$ cat config.mk
export PLATFORM = sky130hd
export DESIGN_NAME = vga_timing_gen
export DESIGN_NICKNAME = d
export VERILOG_FILES = /design/src/rtl/vga_timing_gen.sv
export SDC_FILE = /design/constraint.sdc
export NUM_CORES = 1
export LEC_CHECK = 0
export ABC_AREA = 1
export CORE_UTILIZATION = 53
export DETAILED_ROUTE_END_ITERATION = 8
export GPL_TIMING_DRIVEN = 1
export PLACE_DENSITY = 0.79
export SETUP_SLACK_MARGIN = 0.1
export SYNTH_ARGS = -nofsm -noshare
export SYNTH_HDL_FRONTEND = slang
export SYNTH_SLANG_ARGS = --single-unit
$ cat constraint.sdc
create_clock -name CLK_25M -period 2.55 [get_ports CLK_25M]
set_clock_uncertainty 0.2 [all_clocks]
set_input_delay 0.51 -clock CLK_25M [delete_from_list [all_inputs] [get_ports CLK_25M]]
set_output_delay 0.51 -clock CLK_25M [all_outputs]
set_load 0.1 [all_outputs]
$ cat src/rtl/vga_timing_gen.sv
// Raster timing generator: waits for a debounced clks_valid, then produces
// registered hsync/vsync/de, pixel coordinates and line/frame strobes.
module vga_timing_gen #(
    parameter int   H_ACTIVE    = 640,
    parameter int   H_FP        = 16,
    parameter int   H_SYNC      = 96,
    parameter int   H_BP        = 48,
    parameter int   V_ACTIVE    = 480,
    parameter int   V_FP        = 10,
    parameter int   V_SYNC      = 2,
    parameter int   V_BP        = 33,
    parameter logic HS_POL      = 1'b0,
    parameter logic VS_POL      = 1'b0,
    parameter int   SYNC_CYCLES = 4
) (
    input  logic       CLK_25M,
    input  logic       RST,
    input  logic       clks_valid,
    output logic       hsync,
    output logic       vsync,
    output logic       de,
    output logic [9:0] px_x,
    output logic [9:0] px_y,
    output logic       line_start,
    output logic       frame_start,
    output logic       running
);

    localparam int H_TOTAL = H_ACTIVE + H_FP + H_SYNC + H_BP;
    localparam int V_TOTAL = V_ACTIVE + V_FP + V_SYNC + V_BP;

    localparam logic [9:0]  H_LAST     = 10'(H_TOTAL - 1);
    localparam logic [9:0]  V_LAST     = 10'(V_TOTAL - 1);
    localparam logic [10:0] H_ACT_END  = 11'(H_ACTIVE);
    localparam logic [10:0] HS_BEG     = 11'(H_ACTIVE + H_FP);
    localparam logic [10:0] HS_END     = 11'(H_ACTIVE + H_FP + H_SYNC);
    localparam logic [10:0] V_ACT_END  = 11'(V_ACTIVE);
    localparam logic [10:0] VS_BEG     = 11'(V_ACTIVE + V_FP);
    localparam logic [10:0] VS_END     = 11'(V_ACTIVE + V_FP + V_SYNC);
    localparam logic [3:0]  SYNC_LAST  = 4'(SYNC_CYCLES - 1);
    localparam logic [3:0]  SYNC_SAT   = 4'(SYNC_CYCLES);

    localparam logic [0:0] ST_WAIT = 1'b0;
    localparam logic [0:0] ST_RUN  = 1'b1;

    generate
        if (H_TOTAL > 1024 || V_TOTAL > 1024 || SYNC_CYCLES < 1 || SYNC_CYCLES > 15) begin : g_bad_config
            $error("vga_timing_gen: totals must be <= 1024 and SYNC_CYCLES in 1..15");
        end
    endgenerate

    logic [0:0] state_r;
    logic [0:0] state_s;
    logic [3:0] debounce_r;
    logic [3:0] debounce_s;
    logic       run_s;
    logic [9:0] x_s;
    logic [9:0] y_s;
    logic       de_s;
    logic       hs_act_s;
    logic       vs_act_s;

    // Next state, debounce count and next raster position (position is 0 outside RUN).
    always_comb begin
        state_s    = state_r;
        debounce_s = debounce_r;
        run_s      = 1'b0;
        x_s        = 10'd0;
        y_s        = 10'd0;
        case (state_r)
            ST_WAIT: begin
                if (clks_valid) begin
                    if (debounce_r >= SYNC_LAST) begin
                        state_s    = ST_RUN;
                        debounce_s = SYNC_SAT;
                        run_s      = 1'b1;
                    end else begin
                        debounce_s = debounce_r + 4'd1;
                    end
                end else begin
                    debounce_s = 4'd0;
                end
            end
            ST_RUN: begin
                if (clks_valid) begin
                    run_s = 1'b1;
                    if (px_x == H_LAST) begin
                        x_s = 10'd0;
                        y_s = (px_y == V_LAST) ? 10'd0 : px_y + 10'd1;
                    end else begin
                        x_s = px_x + 10'd1;
                        y_s = px_y;
                    end
                end else begin
                    state_s    = ST_WAIT;
                    debounce_s = 4'd0;
                end
            end
            default: begin
                state_s    = ST_WAIT;
                debounce_s = 4'd0;
            end
        endcase
    end

    // Region decode of the next position so every output lines up with px_x/px_y.
    always_comb begin
        de_s     = run_s && ({1'b0, x_s} < H_ACT_END) && ({1'b0, y_s} < V_ACT_END);
        hs_act_s = run_s && ({1'b0, x_s} >= HS_BEG) && ({1'b0, x_s} < HS_END);
        vs_act_s = run_s && ({1'b0, y_s} >= VS_BEG) && ({1'b0, y_s} < VS_END);
    end

    // State and output registers with synchronous reset.
    always_ff @(posedge CLK_25M) begin
        if (RST) begin
            state_r     <= ST_WAIT;
            debounce_r  <= 4'd0;
            hsync       <= ~HS_POL;
            vsync       <= ~VS_POL;
            de          <= 1'b0;
            px_x        <= 10'd0;
            px_y        <= 10'd0;
            line_start  <= 1'b0;
            frame_start <= 1'b0;
            running     <= 1'b0;
        end else begin
            state_r     <= state_s;
            debounce_r  <= debounce_s;
            hsync       <= hs_act_s ? HS_POL : ~HS_POL;
            vsync       <= vs_act_s ? VS_POL : ~VS_POL;
            de          <= de_s;
            px_x        <= x_s;
            px_y        <= y_s;
            line_start  <= run_s && (x_s == 10'd0);
            frame_start <= run_s && (x_s == 10'd0) && (y_s == 10'd0);
            running     <= run_s;
        end
    end

endmodule

== Word level (Yosys, flattened, before mapping) ==
Index checks and enable logic that the tools add are counted.

* Memories kept: 0
* Input bits: 3
* Bits in latches: 0
* Flip-flop bits (word level): 30
* Bits in read-only memories: 0
* Bits in writable memories: 0
* Output and inout bits: 26

* Multiply operators: 0
* Reduce and logical (&&, ||, !) cells: 10
* Shift-type cells: 0
* Add/sub/neg operators: 3
* Multiplexer cells: 17
* Bitwise operators: 1
* Equality and inequality tests: 3
* Divide/modulo/power cells: 0
* Magnitude comparators: 7

{| class="wikitable"
|+ Operators with widths
! operator !! count
|-
| 10-bit 2-to-1 mux || 7
|-
| 10-bit by 1-bit adder with 10-bit output, second input constant || 2
|-
| 10-bit equality test, second input constant || 2
|-
| 10-bit logical NOT || 2
|-
| 10-bit < comparator, second input constant || 2
|-
| 10-bit by 9-bit < comparator with 1-bit output, second input constant || 2
|-
| 4-bit 2-to-1 mux || 3
|-
| 10-bit >= comparator, second input constant || 1
|-
| 10-bit by 9-bit >= comparator with 1-bit output, second input constant || 1
|-
| 1-bit logical AND || 8
|-
| 4-bit case mux with 2 select lines || 1
|-
| 1-bit 2-to-1 mux || 5
|-
| 4-bit by 1-bit adder with 4-bit output, second input constant || 1
|-
| 4-bit by 2-bit >= comparator with 1-bit output, second input constant || 1
|-
| 2-bit inequality test, second input constant || 1
|-
| 1-bit case mux with 2 select lines || 1
|-
| 1-bit NOT || 1
|}

== Depth between registers and ports, before layout ==
* Word-level depth: 9
* Mapped depth: 13
* Mapped depth without buffers: 13

== Least setup slack after synthesis ==
No wires, ideal clock.

* Kind: reg2reg
* From: reg px_x[0]
* To: reg frame_start
* Path buffers: 0
* Setup slack: -153 ps
* Stages on the path, launching flop included: 10
* Clock period less this slack: 2703 ps
* Data arrival time: 2441 ps
* Library setup time: 62 ps
* Cell sequence: dfxtp_1 > ha_1 > nand3_1 > nor3_2 > nand3_1 > nand3_1 > nand2_1 > nor2_1 > nand2_1 > nor2_2

* Word-level cells in the longest chain between the ends: 7
* Elaborated cells between the ends (all ways): 12

{| class="wikitable"
|+ Ends and longest elaborated chain
! item !! line !! text
|-
| start: declaration || 22 || <nowiki>output logic [9:0] px_x,</nowiki>
|-
| start signal: assignment || 132 || <nowiki>px_x <= x_s;</nowiki>
|-
| 10-bit by 1-bit adder with 10-bit output / 10-bit equality test (equally long branches) || 91, 87 ||
|-
| 10-bit 2-to-1 mux || 87 || <nowiki>if (px_x == H_LAST) begin</nowiki>
|-
| 10-bit 2-to-1 mux || 85 || <nowiki>if (clks_valid) begin</nowiki>
|-
| 10-bit 2-to-1 mux || 70 || <nowiki>case (state_r)</nowiki>
|-
| 10-bit logical NOT || 135 || <nowiki>frame_start <= run_s && (x_s == 10'd0) && (y_s == 10'd0);</nowiki>
|-
| 1-bit logical AND || 135 ||
|-
| 1-bit logical AND * || 135 ||
|-
| end signal: assignment || 135 ||
|-
| end: declaration || 25 || <nowiki>output logic frame_start,</nowiki>
|}

Mark *: on every way between the ends. The rest lies on a longest branch, timed or not.
A chain may end at the register's enable or synchronous reset.

== Final worst setup path ==
Ends and elaborated chain as after synthesis.

==> results.cfg <==
[floorplan]
die_area_sq_um = 3680
fp.dieW_um = 60.6
start_util_pct = 57.8
num_io_pins = 29
row_count = 20
core_sq_um = 3150
die_y_um = 60.6

[clock_network]
cts.path.max_buffers = 2
cts-resized-gates = 0
clkSinkCount = 30
cts_inserted_buffers = 5
postCtsHoldBufs = 0
cts_tree = yes
clk_pin_slew_worst_paths_ns = 0.10
clock-root-buffer = clkbuf_4
cts_setup_buffers = 0
clock_latency_ns = 0.34
htree_levels = 2

[worst_setup_path]
rr_startpoint = px_x[0]
worstSetupPathType = reg2reg
worstPathRequired_ns = 2.63
critPathArrivalTime_ns = 2.25
timing.rr.end = frame_start
cp-end-kind = flip-flop
crit_path_max_fanout = 8
start_kind = flip-flop
rrSetupSlack_ns = 0.38
reg2reg_depth = 9

[pwr]
p_leak_nw = 1.04
pwr-share-comb_pct = 3.2
switching_share_pct = 24.0
seqPwrFrac_pct = 58.7
p_per_area_nw_per_um2 = 374
internal-power_mw = 0.612
total_power_mw = 0.805
vdd_drop_max_mv = 0.274
p_sw_mw = 0.193
power_frac_clock_pct = 38.1

[synth]
synthFlopType = dfxtp_1
netlist_instances = 292
synth_edf_count = 0
synthDistinctLibCells = 28
synth.avg_cell_area_sq_um = 6.24
syn_nets = 299
ys_async_sr_fraction_pct = 0
seq_area_frac_synth_pct = 33.0
synth-seq-cells = 30
syn_area_sq_um = 1820
ys_warn_count = 0

[routing]
wl_per_cell_um = 11.8
via_per_inst = 5.04
drtAntennaViolNets = 0
firstDrtPassIters = 4
drc = 0
wl_um = 4370
drt-initial-drc-count = 175
dr_total_vias = 1864

[worst_hold_path]
hold_depth = 2
hold_start = debounce_r[3]
hp-class = reg2reg
holdPathEnd = debounce_r[3]

[global_route]
grt_overflow = 0
grt_pass1_vias = 1601
grt_max_degree = 24
grt_pass1_wl_um = 7220
grt_use_total_pct = 27.0
antenna_found_initial = 0

[timing]
rsz0062_at_grt = false
fin_tns_setup_ns = 0
period_minus_slack_ns = 2.17
drv_slew = 0
slew_headroom_pct = 74.4
max_slew.worst_pin.slew_ns = 0.382
setup-violations-final = 0
period_share_pct = 85.1
max_freq_mhz = 461
finalHoldViolations = 0

[finish]
drive_gt1_share_pct = 17.8
nets = 332
diodes = 0
utilization_pct = 68.3
area_growth_pct = 18.3

[job]
drv.max_cap_violation_count = 0

[run_status]
outcome = completed

[placement]
gp_congestion = 0.879
io_buffers = 28
dp_hpwl_um = 3400
[sequential cells by signal (all words and copies together) (netlist names)]
name	cells
px_x	10
px_y	10
debounce_r	4
de	1
frame_start	1
hsync	1
line_start	1
state_r	1
vsync	1
[cells in the final DEF, fill, tap and decap left out, drive strengths merged]
master / netlist / layout
nand3b: 1 / 1
o211ai: 1 / 1
a32oi: 1 / 1
nand2: 88 / 88
clkbuf: 2 / 6
dfxtp: 30 / 30
clkinvlp: 0 / 1
nor3: 3 / 3
a211oi: 1 / 1
nor2: 60 / 60
ha: 4 / 4
inv: 43 / 43
nand3: 33 / 33
xor2: 3 / 3
clkinv: 0 / 1
clkdlybuf4s50: 0 / 2
a21oi: 5 / 5
nand4: 7 / 7
buf: 1 / 27
o21ai: 9 / 9
[worst max path at each step]
| stage | from | to | slack (ns) | depth (start not counted) |
|---|---|---|---|---|
| after global routing | px_x[0] | vsync | 0.20 | 10 |
| after floorplan | px_x[4] | vsync | 0.16 | 9 |
| after detailed placement | clks_valid | de | 0.23 | 10 |
| after global placement | clks_valid | frame_start | 0.29 | 10 |
| after CTS | px_x[0] | frame_start | 0.43 | 9 |
| final | px_x[0] | frame_start | 0.38 | 9 |
[power groups by stage]
stage          registers [mW]  clock network, mW  logic (mW)
6_report                0.473              0.307      0.0255
5_1_grt                 0.473              0.333      0.0282
4_1_cts                 0.473              0.315      0.0258
3_5_place_dp            0.484                  0      0.0257
3_3_place_gp            0.484                  0      0.0256
2_1_floorplan           0.488                  0      0.0121
[through the flow]
step | instance area, sq um | setup WS [ns] | std cells | hold slack (ns)
3_3_place_gp | 2090 | 0.288 | 362 | 0.251
3_5_place_dp | 2090 | 0.234 | 362 | 0.252
2_1_floorplan | 1830 | 0.160 | 292 | 0.217
6_report | 2150 | 0.381 | 370 | 0.261
4_1_cts | 2150 | 0.427 | 370 | 0.269
5_1_grt | 2150 | 0.197 | 370 | 0.283
[per-layer routing]
metal / up-vias / track usage (%) / share of wire (%)
met3: 9 / 7.04 / 7.2
met4: 0 / 8.77 / 1.5
li1: 977 / - / -
met1: 812 / 38.8 / 48
met5: - / 0 / 0
met2: 66 / 39.2 / 43
[area by class of cell]
type                    count  area, sq um
flip-flops and latches     30          611
clock buffers               6         51.3
clock inverters             2         12.5
inverters                  43          161
multi-input cells         216         1040
fillers                   316          998
well taps                  44         55.1
repair buffers             29          223
[cells by family after synthesis]
group	Yosys count	share of synthesized area, %
simple gates	192	47.4
flops	30	33.0
compound gates	17	5.56
xor+xnor	3	1.44
fa+ha+maj	4	2.75
buf+inv	46	9.89
[worst max-delay path, stage by stage (launching register included)]
cell and delay (ns):
dfxtp_2 0.42, ha_1 0.27, nand3_1 0.21, nor3_2 0.42
nand3_1 0.15, nand3_1 0.14, nand2_1 0.07, nor2_1 0.10
nand2_1 0.07, nor2_2 0.07
[synthesized netlist by cell type, types with 2 or more instances]
cell type  count  area share, %
nor2_4         2            1.2
nand4_1        7            2.4
ha_1           4            2.7
inv_2          2           0.41
clkbuf_1       2           0.41
o21ai_2        2           0.96
inv_1         41            8.4
xor2_1         3            1.4
a21oi_1        5            1.4
dfxtp_1       30             33
nand3_1       31            8.5
nor2_2         2           0.69
nand2_4        2            1.2
nand2_1       85             18
nor3_1         2           0.55
o21ai_0        6            1.6
nor2_1        55             11
Note: power is estimated with default switching activity, not from simulation.
